--- src/rtl/ln_norm_sequencer_pkg.sv ---
// Shared definitions for the linearizer/normalizer transaction controller:
// FSM state encoding, default watchdog limit and a counter-width helper.
package ln_norm_sequencer_pkg;

  typedef enum logic [2:0] {
    ST_IDLE  = 3'd0,
    ST_CLR   = 3'd1,
    ST_START = 3'd2,
    ST_WAIT  = 3'd3,
    ST_DONE  = 3'd4
  } state_e;

  localparam int DEFAULT_TIMEOUT_CYCLES = 255;

  // Width of a counter that must be able to hold the value `limit`.
  function automatic int wd_count_width(input int limit);
    int w;
    w = $clog2(limit + 1);
    if (w < 1) begin
      w = 1;
    end else begin
      w = w;
    end
    return w;
  endfunction

endpackage

--- src/rtl/ln_norm_sequencer_watchdog.sv ---
// WAIT-phase watchdog: cleared on load, counts enabled cycles and saturates
// at LIMIT. `expired` is high while the count sits at LIMIT.
module ln_norm_watchdog
  import ln_norm_sequencer_pkg::*;
#(
  parameter int LIMIT = DEFAULT_TIMEOUT_CYCLES
) (
  input  logic clk,
  input  logic rst_n,
  input  logic load,
  input  logic en,
  output logic expired
);

  localparam int CW = wd_count_width(LIMIT);
  localparam logic [CW-1:0] LIMIT_C = CW'(LIMIT);

  logic [CW-1:0] count_r;
  logic          at_limit_s;

  assign at_limit_s = (count_r == LIMIT_C);
  assign expired    = at_limit_s;

  // Cycle counter: clear on load, increment while enabled, never wrap.
  always_ff @(posedge clk or negedge rst_n) begin
    if (!rst_n) begin
      count_r <= '0;
    end else if (load) begin
      count_r <= '0;
    end else if (en && !at_limit_s) begin
      count_r <= count_r + CW'(1);
    end else begin
      count_r <= count_r;
    end
  end

endmodule

--- src/rtl/ln_norm_sequencer.sv ---
// Transaction controller for the I/V linearizer/normalizer datapath.
// Accepts one float pair, resets and starts both datapath channels, collects
// their acks (sticky, first-ack capture) and returns the fixed-point pair.
// A watchdog turns a hung datapath into a flagged, zero-filled result.
module ln_norm_sequencer
  import ln_norm_sequencer_pkg::*;
#(
  parameter int W              = 32,
  parameter int TIMEOUT_CYCLES = DEFAULT_TIMEOUT_CYCLES
) (
  input  logic         clk,
  input  logic         rst_n,
  input  logic         in_valid,
  output logic         in_ready,
  input  logic [W-1:0] in_i,
  input  logic [W-1:0] in_v,
  output logic [W-1:0] ln_i,
  output logic [W-1:0] ln_v,
  output logic         ln_rst_fsm,
  output logic         ln_begin_i,
  output logic         ln_begin_v,
  input  logic         ln_ack_i,
  input  logic         ln_ack_v,
  input  logic [W-1:0] ln_result_i,
  input  logic [W-1:0] ln_result_v,
  output logic         out_valid,
  input  logic         out_ready,
  output logic [W-1:0] out_i,
  output logic [W-1:0] out_v,
  output logic         out_timeout,
  output logic         busy
);

  state_e state_r, state_next_s;

  logic         accept_s, in_wait_s;
  logic         hit_i_s, hit_v_s, both_s, expired_s;
  logic         flag_i_r, flag_v_r;
  logic [W-1:0] ln_i_r, ln_v_r, out_i_r, out_v_r;
  logic         out_timeout_r;

  logic in_ready_r, busy_r, rst_fsm_r, begin_r, out_valid_r;
  logic in_ready_next_s, busy_next_s, rst_fsm_next_s, begin_next_s, out_valid_next_s;

  assign accept_s  = (state_r == ST_IDLE) && in_valid;
  assign in_wait_s = (state_r == ST_WAIT);
  // First cycle a channel's ack is seen in WAIT; later cycles never recapture.
  assign hit_i_s   = in_wait_s && ln_ack_i && !flag_i_r;
  assign hit_v_s   = in_wait_s && ln_ack_v && !flag_v_r;
  // Completion counts acks arriving this cycle, so same-cycle acks finish at once.
  assign both_s    = (flag_i_r || ln_ack_i) && (flag_v_r || ln_ack_v);

  ln_norm_watchdog #(
    .LIMIT (TIMEOUT_CYCLES)
  ) u_watchdog (
    .clk     (clk),
    .rst_n   (rst_n),
    .load    (accept_s),
    .en      (in_wait_s),
    .expired (expired_s)
  );

  // State register.
  always_ff @(posedge clk or negedge rst_n) begin
    if (!rst_n) begin
      state_r <= ST_IDLE;
    end else begin
      state_r <= state_next_s;
    end
  end

  // Next-state decode.
  always_comb begin
    state_next_s = state_r;
    case (state_r)
      ST_IDLE: begin
        if (in_valid) begin
          state_next_s = ST_CLR;
        end else begin
          state_next_s = ST_IDLE;
        end
      end
      ST_CLR:   state_next_s = ST_START;
      ST_START: state_next_s = ST_WAIT;
      ST_WAIT: begin
        if (both_s || expired_s) begin
          state_next_s = ST_DONE;
        end else begin
          state_next_s = ST_WAIT;
        end
      end
      ST_DONE: begin
        if (out_ready) begin
          state_next_s = ST_IDLE;
        end else begin
          state_next_s = ST_DONE;
        end
      end
      default: state_next_s = ST_IDLE;
    endcase
  end

  // Output decode from the next state so every strobe leaves a flop.
  always_comb begin
    in_ready_next_s  = 1'b0;
    busy_next_s      = 1'b1;
    rst_fsm_next_s   = 1'b0;
    begin_next_s     = 1'b0;
    out_valid_next_s = 1'b0;
    case (state_next_s)
      ST_IDLE: begin
        in_ready_next_s = 1'b1;
        busy_next_s     = 1'b0;
      end
      ST_CLR:   rst_fsm_next_s   = 1'b1;
      ST_START: begin_next_s     = 1'b1;
      ST_WAIT:  busy_next_s      = 1'b1;
      ST_DONE:  out_valid_next_s = 1'b1;
      default: begin
        in_ready_next_s = 1'b0;
        busy_next_s     = 1'b1;
      end
    endcase
  end

  // Control output registers.
  always_ff @(posedge clk or negedge rst_n) begin
    if (!rst_n) begin
      in_ready_r  <= 1'b1;
      busy_r      <= 1'b0;
      rst_fsm_r   <= 1'b0;
      begin_r     <= 1'b0;
      out_valid_r <= 1'b0;
    end else begin
      in_ready_r  <= in_ready_next_s;
      busy_r      <= busy_next_s;
      rst_fsm_r   <= rst_fsm_next_s;
      begin_r     <= begin_next_s;
      out_valid_r <= out_valid_next_s;
    end
  end

  // Operand latch, sticky ack flags and result capture.
  always_ff @(posedge clk or negedge rst_n) begin
    if (!rst_n) begin
      ln_i_r        <= '0;
      ln_v_r        <= '0;
      flag_i_r      <= 1'b0;
      flag_v_r      <= 1'b0;
      out_i_r       <= '0;
      out_v_r       <= '0;
      out_timeout_r <= 1'b0;
    end else if (accept_s) begin
      // Results are pre-zeroed so a channel that never acks reports 0.
      ln_i_r        <= in_i;
      ln_v_r        <= in_v;
      flag_i_r      <= 1'b0;
      flag_v_r      <= 1'b0;
      out_i_r       <= '0;
      out_v_r       <= '0;
      out_timeout_r <= 1'b0;
    end else if (in_wait_s) begin
      if (hit_i_s) begin
        flag_i_r <= 1'b1;
        out_i_r  <= ln_result_i;
      end else begin
        flag_i_r <= flag_i_r;
      end
      if (hit_v_s) begin
        flag_v_r <= 1'b1;
        out_v_r  <= ln_result_v;
      end else begin
        flag_v_r <= flag_v_r;
      end
      if (!both_s && expired_s) begin
        out_timeout_r <= 1'b1;
      end else begin
        out_timeout_r <= out_timeout_r;
      end
    end else begin
      flag_i_r <= flag_i_r;
    end
  end

  assign in_ready    = in_ready_r;
  assign busy        = busy_r;
  assign ln_rst_fsm  = rst_fsm_r;
  assign ln_begin_i  = begin_r;
  assign ln_begin_v  = begin_r;
  assign out_valid   = out_valid_r;
  assign ln_i        = ln_i_r;
  assign ln_v        = ln_v_r;
  assign out_i       = out_i_r;
  assign out_v       = out_v_r;
  assign out_timeout = out_timeout_r;

endmodule

--- config.mk ---
export PLATFORM = sky130hd
export DESIGN_NAME = ln_norm_sequencer
export DESIGN_NICKNAME = d
export VERILOG_FILES = /design/src/rtl/ln_norm_sequencer_pkg.sv /design/src/rtl/ln_norm_sequencer_watchdog.sv /design/src/rtl/ln_norm_sequencer.sv
export SDC_FILE = /design/constraint.sdc
export NUM_CORES = 1
export LEC_CHECK = 0
export ABC_AREA = 0
export CAP_MARGIN = 30
export CORE_MARGIN = 3
export CORE_UTILIZATION = 46
export DETAILED_ROUTE_END_ITERATION = 7
export PLACE_DENSITY = 0.95
export SYNTH_ARGS = -nofsm -noshare
export SYNTH_HDL_FRONTEND = slang
export SYNTH_SLANG_ARGS = --single-unit
--- constraint.sdc ---
create_clock -name clk -period 3.05 [get_ports clk]
set_clock_uncertainty 0.15 [all_clocks]
set_input_delay 0.915 -clock clk [delete_from_list [all_inputs] [get_ports clk]]
set_output_delay 0.915 -clock clk [all_outputs]
set_load 0.005 [all_outputs]
* Word level (Yosys, flattened, before mapping)
Cells that the tools add are included.
Widths: inputs -> output; s select.
** Word-level totals
- Register bits :: 147
- Input port bits :: 134
- Output and inout port bits :: 135
- Word-level logic and storage cells :: 74
** Operators by class
- Add/subtract/negate cells :: 1
- Equal/unequal tests :: 8
- Muxes and demuxes :: 26
- Reduce and logical (&&, ||, !) cells :: 25
** Operator list (count)
- $mux 32 :: 6
- $mux 8 :: 2
- $mux 1 :: 15
- $pmux 3 s5 :: 1
- $reduce_bool 2->1 :: 5
- $eq 3x2->1 const B :: 3
- $add 8x1->8 const B :: 1
- $eq 8x8->1 const B :: 1
- $logic_and 1x1->1 :: 8
- $eq 3x1->1 const B :: 2
- $eq 3x3->1 const B :: 2
- $logic_not 3->1 :: 2
- $mux 3 :: 2
- $reduce_and 2->1 :: 3
- $logic_not 1->1 :: 4
- $logic_or 1x1->1 :: 3

* Longest topological paths before layout
Gate-level depths: netlist of the first run.
- Word-level depth :: 7
- Gate-level depth with buffers :: 7
- Mapped depth without buffers :: 4

* Modules after synthesis
From an unflattened synthesis of the first run, not the netlist that was laid out.
** Unflattened totals
- Cell total of the unflattened synthesis :: 628
- Area, all modules :: 6244.7 µm²
** Modules (own cells, without submodules)
- ln_norm_sequencer :: times used 1, cells an instance 581, area each 5775.5 µm², seq. area each 3479.6 µm²
- ln_norm_watchdog :: times used 1, cells an instance 47, area each 469.2 µm², seq. area each 200.2 µm²

* Worst setup path before layout of the first run
Ideal clock, no wire load.
- Path type :: in2reg
- From :: input in_valid
- To :: register u_watchdog.count_r[7]
- Setup time :: 123 ps
- Arrival :: 1867 ps
- Required time :: 2777 ps
- Slack :: 911 ps
- Stages :: 5
- Path buffers :: 3
- Path through :: or4b_1 -> buf_2 -> buf_6 -> buf_6 -> o221a_2
** On the way
- Cells in the longest elaborated chain, start to end :: 2
- Elaborated cells between the ends (all ways) :: 3
- Those cells by class :: mux (1); reduce/logical (2)
** Ends and longest elaborated chain
- start, declared :: RTL line ln_norm_sequencer.sv:13 : input logic in_valid,
- $logic_and 1x1->1 (*) :: RTL line ln_norm_sequencer.sv:45 : assign accept_s = (state_r == ST_IDLE) && in_valid;
- $mux 8 / $reduce_bool 2->1 (equally long branches)
- end signal, assigned :: RTL line ln_norm_sequencer_watchdog.sv:31 : count_r <= count_r + CW'(1);
- end signal, assigned :: RTL line ln_norm_sequencer_watchdog.sv:33 : count_r <= count_r;
- end, declared :: RTL line ln_norm_sequencer_watchdog.sv:18 : logic [CW-1:0] count_r;
Every way passes the cells marked *; elsewhere a longest branch is shown, timed or not.
A chain may end at the register's enable or synchronous reset.

* Worst setup path after layout of the first run
- From :: input in_valid
- To :: register out_v_r[13] (netlist: out_v[13])
** On the way
- Cells in the longest elaborated chain, start to end :: 3
- Elaborated cells between the ends (all ways) :: 5
- Those cells by class :: mux (1); reduce/logical (4)
** Ends and longest elaborated chain
- $logic_and 1x1->1 (*) :: RTL line ln_norm_sequencer.sv:45
- $reduce_bool 2->1 (no line)
- $reduce_and 2->1 (no line)
- end signal, assigned :: RTL line ln_norm_sequencer.sv:171 : out_v_r <= ln_result_v;
- end, declared :: RTL line ln_norm_sequencer.sv:39 : logic [W-1:0] ln_i_r, ln_v_r, out_i_r, out_v_r;
Marks and branches as above.

==> results of run 1 <==
[cells by family (layout without fill, tap and decap cells)]
| family | after synthesis | count (layout) |
|---|---|---|
| compound gates | 23 | 23 |
| fa+ha+maj | 1 | 1 |
| buf+inv | 103 | 376 |
| flops | 147 | 147 |
| mux | 68 | 68 |
| simple gates | 288 | 288 |
[critical path: stages]
cell             delay, ps
clkdlybuf4s50_1        480
or4b_4                 540
buf_12                 250
nand2_1                190
mux2i_1                 90
[power groups by stage]
stage / combinational, mW / sequential (mW) / clock (mW)
2_1_floorplan: 1.40 / 3.32 / 0
3_3_place_gp: 3.36 / 3.31 / 0
3_5_place_dp: 3.52 / 3.34 / 0
4_1_cts: 3.56 / 3.34 / 2.02
5_1_grt: 3.84 / 3.44 / 2.09
6_report: 3.50 / 3.34 / 1.98
[cell type report]
cell class	instances	area share (%)
clock buffer	20	4.89
inverter	68	2.69
clock inverter	12	1.10
multi-input combinational	380	21.1
timing repair buffer	276	29.4
tap	172	2.25
sequential	147	38.6
[layer usage]
layer  global-route usage, %  vias to the layer above
met5                       0                        -
met2                    40.3                      259
met4                    7.98                        0
met3                    9.75                       26
met1                    26.3                     2612
li1                        -                     2480
[through the flow]
step                std cells  util, %  setup WS (ps)  hold WS [ps]
detailed placement       1043     69.7            250           311
CTS                      1075     74.1            553           326
finish                   1075     74.1            554           327
floorplan                 630        -            911           317
global placement         1043     69.7            324           306
global route             1075     74.1            536           341
[placed cells by master (no fill, tap or decap), drive strengths merged, types with 4 or more instances in the layout]
| cell type | n |
|---|---|
| a21oi | 4 |
| buf | 9 |
| clkbuf | 20 |
| clkdlybuf4s50 | 267 |
| clkinv | 9 |
| dfrtp | 146 |
| inv | 68 |
| mux2i | 68 |
| nand2 | 263 |
| o21ai | 4 |
[worst min-delay path by stage]
stage / startpoint / end / slack, ps
floorplan: ln_i[31] / ln_i[31] / 320
global placement: ln_i[19] / ln_i[19] / 310
detailed placement: ln_i[12] / ln_i[12] / 310
CTS: ln_i[12] / ln_i[12] / 330
global route: ln_i[29] / ln_i[29] / 340
finish: ln_i[12] / ln_i[12] / 330
[synthesized netlist by cell type, types with 2 or more instances]
cell      count  area [um2]
nor3_1        3        15.0
and4_1        2        17.5
a31oi_1       3        18.8
o21ai_0       4        20.0
a211oi_1      2        15.0
a21oi_1       4        20.0
nor3b_1       3        22.5
clkbuf_1      7        26.3
nor2_1        3        11.3
a22o_1        2        17.5
nand3_1       2        10.0
nand4_1       2        12.5
buf_2         4        20.0
and2_1        2        12.5
nor4_1        2        12.5
nand2_1     263         987
buf_6         9         101
mux2i_1      68         681
inv_1        67         251
buf_4        14         105
dfrtp_1     146        3650
[flip-flops by register name, summed over array words and instances (netlist names)]
signal,cells
out_i,32
out_v,32
flag_i_r,1
state_r,3
ln_i,32
u_watchdog.count_r,8
in_ready,1
ln_begin_i,1
out_valid,1
busy,1
ln_v,32
ln_rst_fsm,1
flag_v_r,1
out_timeout,1
==> metrics.txt, run 1 <==
global-route wire length before repair=27,200 um; unrepaired setup endpoints after global routing=false; internal power=6.01 mW; setup TNS=0 ps; Max-Cap Viols=0; WL met2=8750 um; mux contribution to synthesized area=11.0%; Pre-antenna DRT Iters=4; die height=122 um; sequential element share of the synthesized area=59.4%; GPL Wtd Cong=0.799; Power, Total=8.82 mW; final WL=17,400 um; Net Sw Power=2.81 mW; Cell variety after synth=39; Hold Path Stages=2; Post-Syn Area=6190 um2; Register Area=3680 um2; Post-Syn Instances=630; # fillers=844; number of I/O pins=269; Slew @ Worst Pin=637 ps; Worst-path clk slew=60 ps; Final Max Tran Viols=0; Final period util=81.8%; die width=122 um; critical path arrival=2620 ps; clock buffer depth=2; all-layer global routing usage=23.4%; Finished Cell Area=9540 um2; post-CTS sizing=0; Row Count=41; YS warnings=0; Post-synth ARST share=100%; WS Path Type=in -> reg; Die ar.=14,900 um2; f_max=401 MHz; CTS Sinks=147; multi-input logic area=2010 um2; TritonCTS clock tree=built; hold_buf cts=0; adder-cell area share of the yosys netlist=0.202%; Post-Synth Simple-Gate Area=18.5%; share of layout cells above drive strength 1=5.20%; number of global-route vias before repair=5,512; Top Metal Used=met4; Starting Density=48.1%; Final Hold Vio Count=0; IO Port Bufs=268; Synth Register Bits=147; met3 routed WL=2100 um; Post-synth EDFFs=0; ant diodes=0; largest family of logic cells by synthesized area=simple AND/OR/NAND/NOR gates; initial antenna violation count=0; minimum clock period=2500 ps; pwr/cell area=924 nW/um2; Static Leak=4.56 nW; CTS Buf Count=17; gr ovfl total=0; Avg Synthesized Cell Area=9.83 um2; routed vias=5,377; wl on met1=6250 um; Peak VDD IR=0.563 mV; required time of the worst setup path=3180 ps; status=finished, final reports clean; crit end category=flop; final setup fails=0; sequential share of power=37.8%; Clock Power Share=22.4%; clock latency on the worst-skew pair=410 ps; dominant synthesized flop cell=dfrtp_1; DRC Markers=0; FF-to-FF End=out_v[13]; CP startpoint=in_valid; Post-DRT Antenna Nets=0; crit path max fanout=127; CP startpoint kind=primary input; initial DRC count=354; combinational fraction of design power=39.7%; syn_nets=765; # Post-CTS Setup Buffers=0; xor/xnor cell area share of the yosys netlist=0%; Synth Area in Compound Gates=2.57%; area grow syn2layout=54.1%; Cell Area, Placed=8970 um2; nets=1,025; CTS root buf=clkbuf_16; vias per std cell=5.00; DP Wirelength=12,500 um; register-to-register setup slack=980 ps; wire per inst=16.2 um; Worst Reg-to-Reg Cells=4; core area=12,900 um2; Worst setup endpoint=out_v[13]; Worst Hold Class=reg -> reg; Rel. slew slack=57.6%; largest net degree at the start of global routing=128; H-tree depth=4; RR Startpoint=state_r[1]; switch share=31.9%
No activity file was read; power rests on OpenSTA's default activity.
==> run 2, diff against run 1 <==
Settings changed: CORE_UTILIZATION 46 to 42, PLACE_DENSITY 0.95 to 0.89.
Clock period 3.05 ns to 2.3 ns, I/O delays scaled along.
==> metrics.txt, run 2 (synthesized netlist as in run 1, its figures left out) <==
Peak VDD IR=0.562 mV (-0.15%); DRC Markers=0 (unchanged); DP Wirelength=12,200 um (-2.1%); number of global-route vias before repair=5,407 (-1.9%); Pre-antenna DRT Iters=4 (unchanged); TritonCTS clock tree=built; GPL Wtd Cong=0.788 (-1.4%); Final Max Tran Viols=0 (unchanged); WP buf/inv=1 (-1); fin util=68.8% (-5.3 points); f_max=465 MHz; core area=14,100 um2 (+9.9%); Rel. slew slack=71.1% (+14 points); required time of the worst setup path=1460 ps (-1720 ps); DP Worst Slack=-178 ps (-428 ps); die height=127 um (+4.4%); WS Path Type=reg -> out; CP startpoint kind=flop; Max-Cap Viols=0 (unchanged); Hold Slack=39.6 ps (-287 ps); Slew @ Worst Pin=433 ps (-203 ps); most frequent cells in the layout=clkdlybuf4s50_1 (266), nand2_1 (263), dfrtp_1 (146); Cell Area, Placed=9080 um2 (+1.2%); global-route wire length before repair=27,400 um (+0.66%); CTS Sinks=147 (unchanged); wire per inst=15.5 um (-4.4%); minimum clock period=2150 ps; Finished Cell Area=9730 um2 (+2.0%); crit path max fanout=2 (-98%); unrepaired setup endpoints after global routing=false; most common cell after layout, fill and taps aside=clkdlybuf4s50_1; area grow syn2layout=57.1%; status=finished, final reports clean; # fillers=1,043 (+24%); nets=1,031 (+0.59%); largest net degree at the start of global routing=56 (-56%); Worst Hold Class=in -> async; Layout Cells excl Fill=1,089 (+1.3%); critical path arrival=1310 ps (-1310 ps); Row Count=43 (+4.9%); Final period util=93.5%; placed cell count=1,057 (+1.3%); clock latency on the worst-skew pair=400 ps (about the same); Starting Density=43.8% (-4.3 points); pwr/cell area=1240 nW/um2 (+35%); number of I/O pins=269 (unchanged); PnR worst setup slack=148 ps (-406 ps); CTS root buf=clkbuf_16; gr ovfl total=0 (unchanged); Post-DRT Antenna Nets=0 (unchanged); Die ar.=16,200 um2 (+9.0%); initial antenna violation count=1 (+1); hold_buf cts=0 (unchanged); CP cell instances=clkdlybuf4s50_1; final WL=16,900 um (-3.2%); CTS Buf Count=17 (unchanged); die width=127 um (+4.4%); crit end category=output pin; Static Leak=4.65 nW (+2.0%); Final Hold Vio Count=0 (unchanged); all-layer global routing usage=21.3% (-2.1 points); initial DRC count=254 (-28%); clock buffer depth=2 (unchanged); Slowest cell on crit path=clkdlybuf4s50_1; setup TNS=0 ps (unchanged); H-tree depth=4 (unchanged); final setup fails=0 (unchanged); IO Port Bufs=268 (unchanged); routed vias=5,249 (-2.4%); Power, Total=12.1 mW (+37%); vias per std cell=4.82 (-3.6%); ant diodes=0 (unchanged); CP delay by family, top=buffers and inverters; Worst path max stage delay=530 ps (about the same); Worst-path clk slew=60 ps (about the same); share of layout cells above drive strength 1=5.61% (+0.41 points)
## run 2: routing by layer
layer  vias up  global-route usage (%)  part of all wire [%]
met5         -                       0                 0.077
met4         2                    6.37                   1.4
met3        19                    9.20                    11
met2       235                    34.6                    48
met1      2506                    25.7                    39
li1       2487                       -                     -
## run 2: final timing paths
check                           start   endpoint  slack [ps]  depth (start not counted)
setup / recovery            out_v[14]  out_v[14]         150                          1
hold / removal                  rst_n  out_v[11]          40                          1
setup reg to reg           state_r[2]  out_v[12]         400                          4
hold reg to reg              ln_i[23]   ln_i[23]         320                          2
max in group asynchronous       rst_n   ln_i[20]        1370                          2
min in group clk             ln_i[23]   ln_i[23]         320                          2
## run 2: power breakdown
group / leakage, nW / switching (mW) / internal (mW)
Sequential: 1.89 / 0.686 / 3.71
Clock: 0.310 / 1.10 / 1.96
Combinational: 2.45 / 1.90 / 2.75
Total: 4.65 / 3.69 / 8.42
## run 2: layout make-up
class / count / area, um2 / area share (%)
sequential: 147 / 3680 / 37.8
timing repair buffer: 282 / 2900 / 29.8
clock inverter: 12 / 205 / 2.11
tap: 180 / 225 / 2.31
multi-input combinational: 380 / 2010 / 20.7
clock buffer: 20 / 447 / 4.59
inverter: 68 / 256 / 2.64
## run 2: what timing repair did
item                                    in CTS  in global routing
gates resized for setup                      0                  1
setup buffers                                0                  0
endpoints found under the setup margin       0                  1
## run 2: worst reg2reg max path: cells and delay by family (launching register included)
family	cells	cell delay, ps
DFF	1	460
muxes	1	260
and+or+nand+nor	2	680
buffers and inverters	1	270
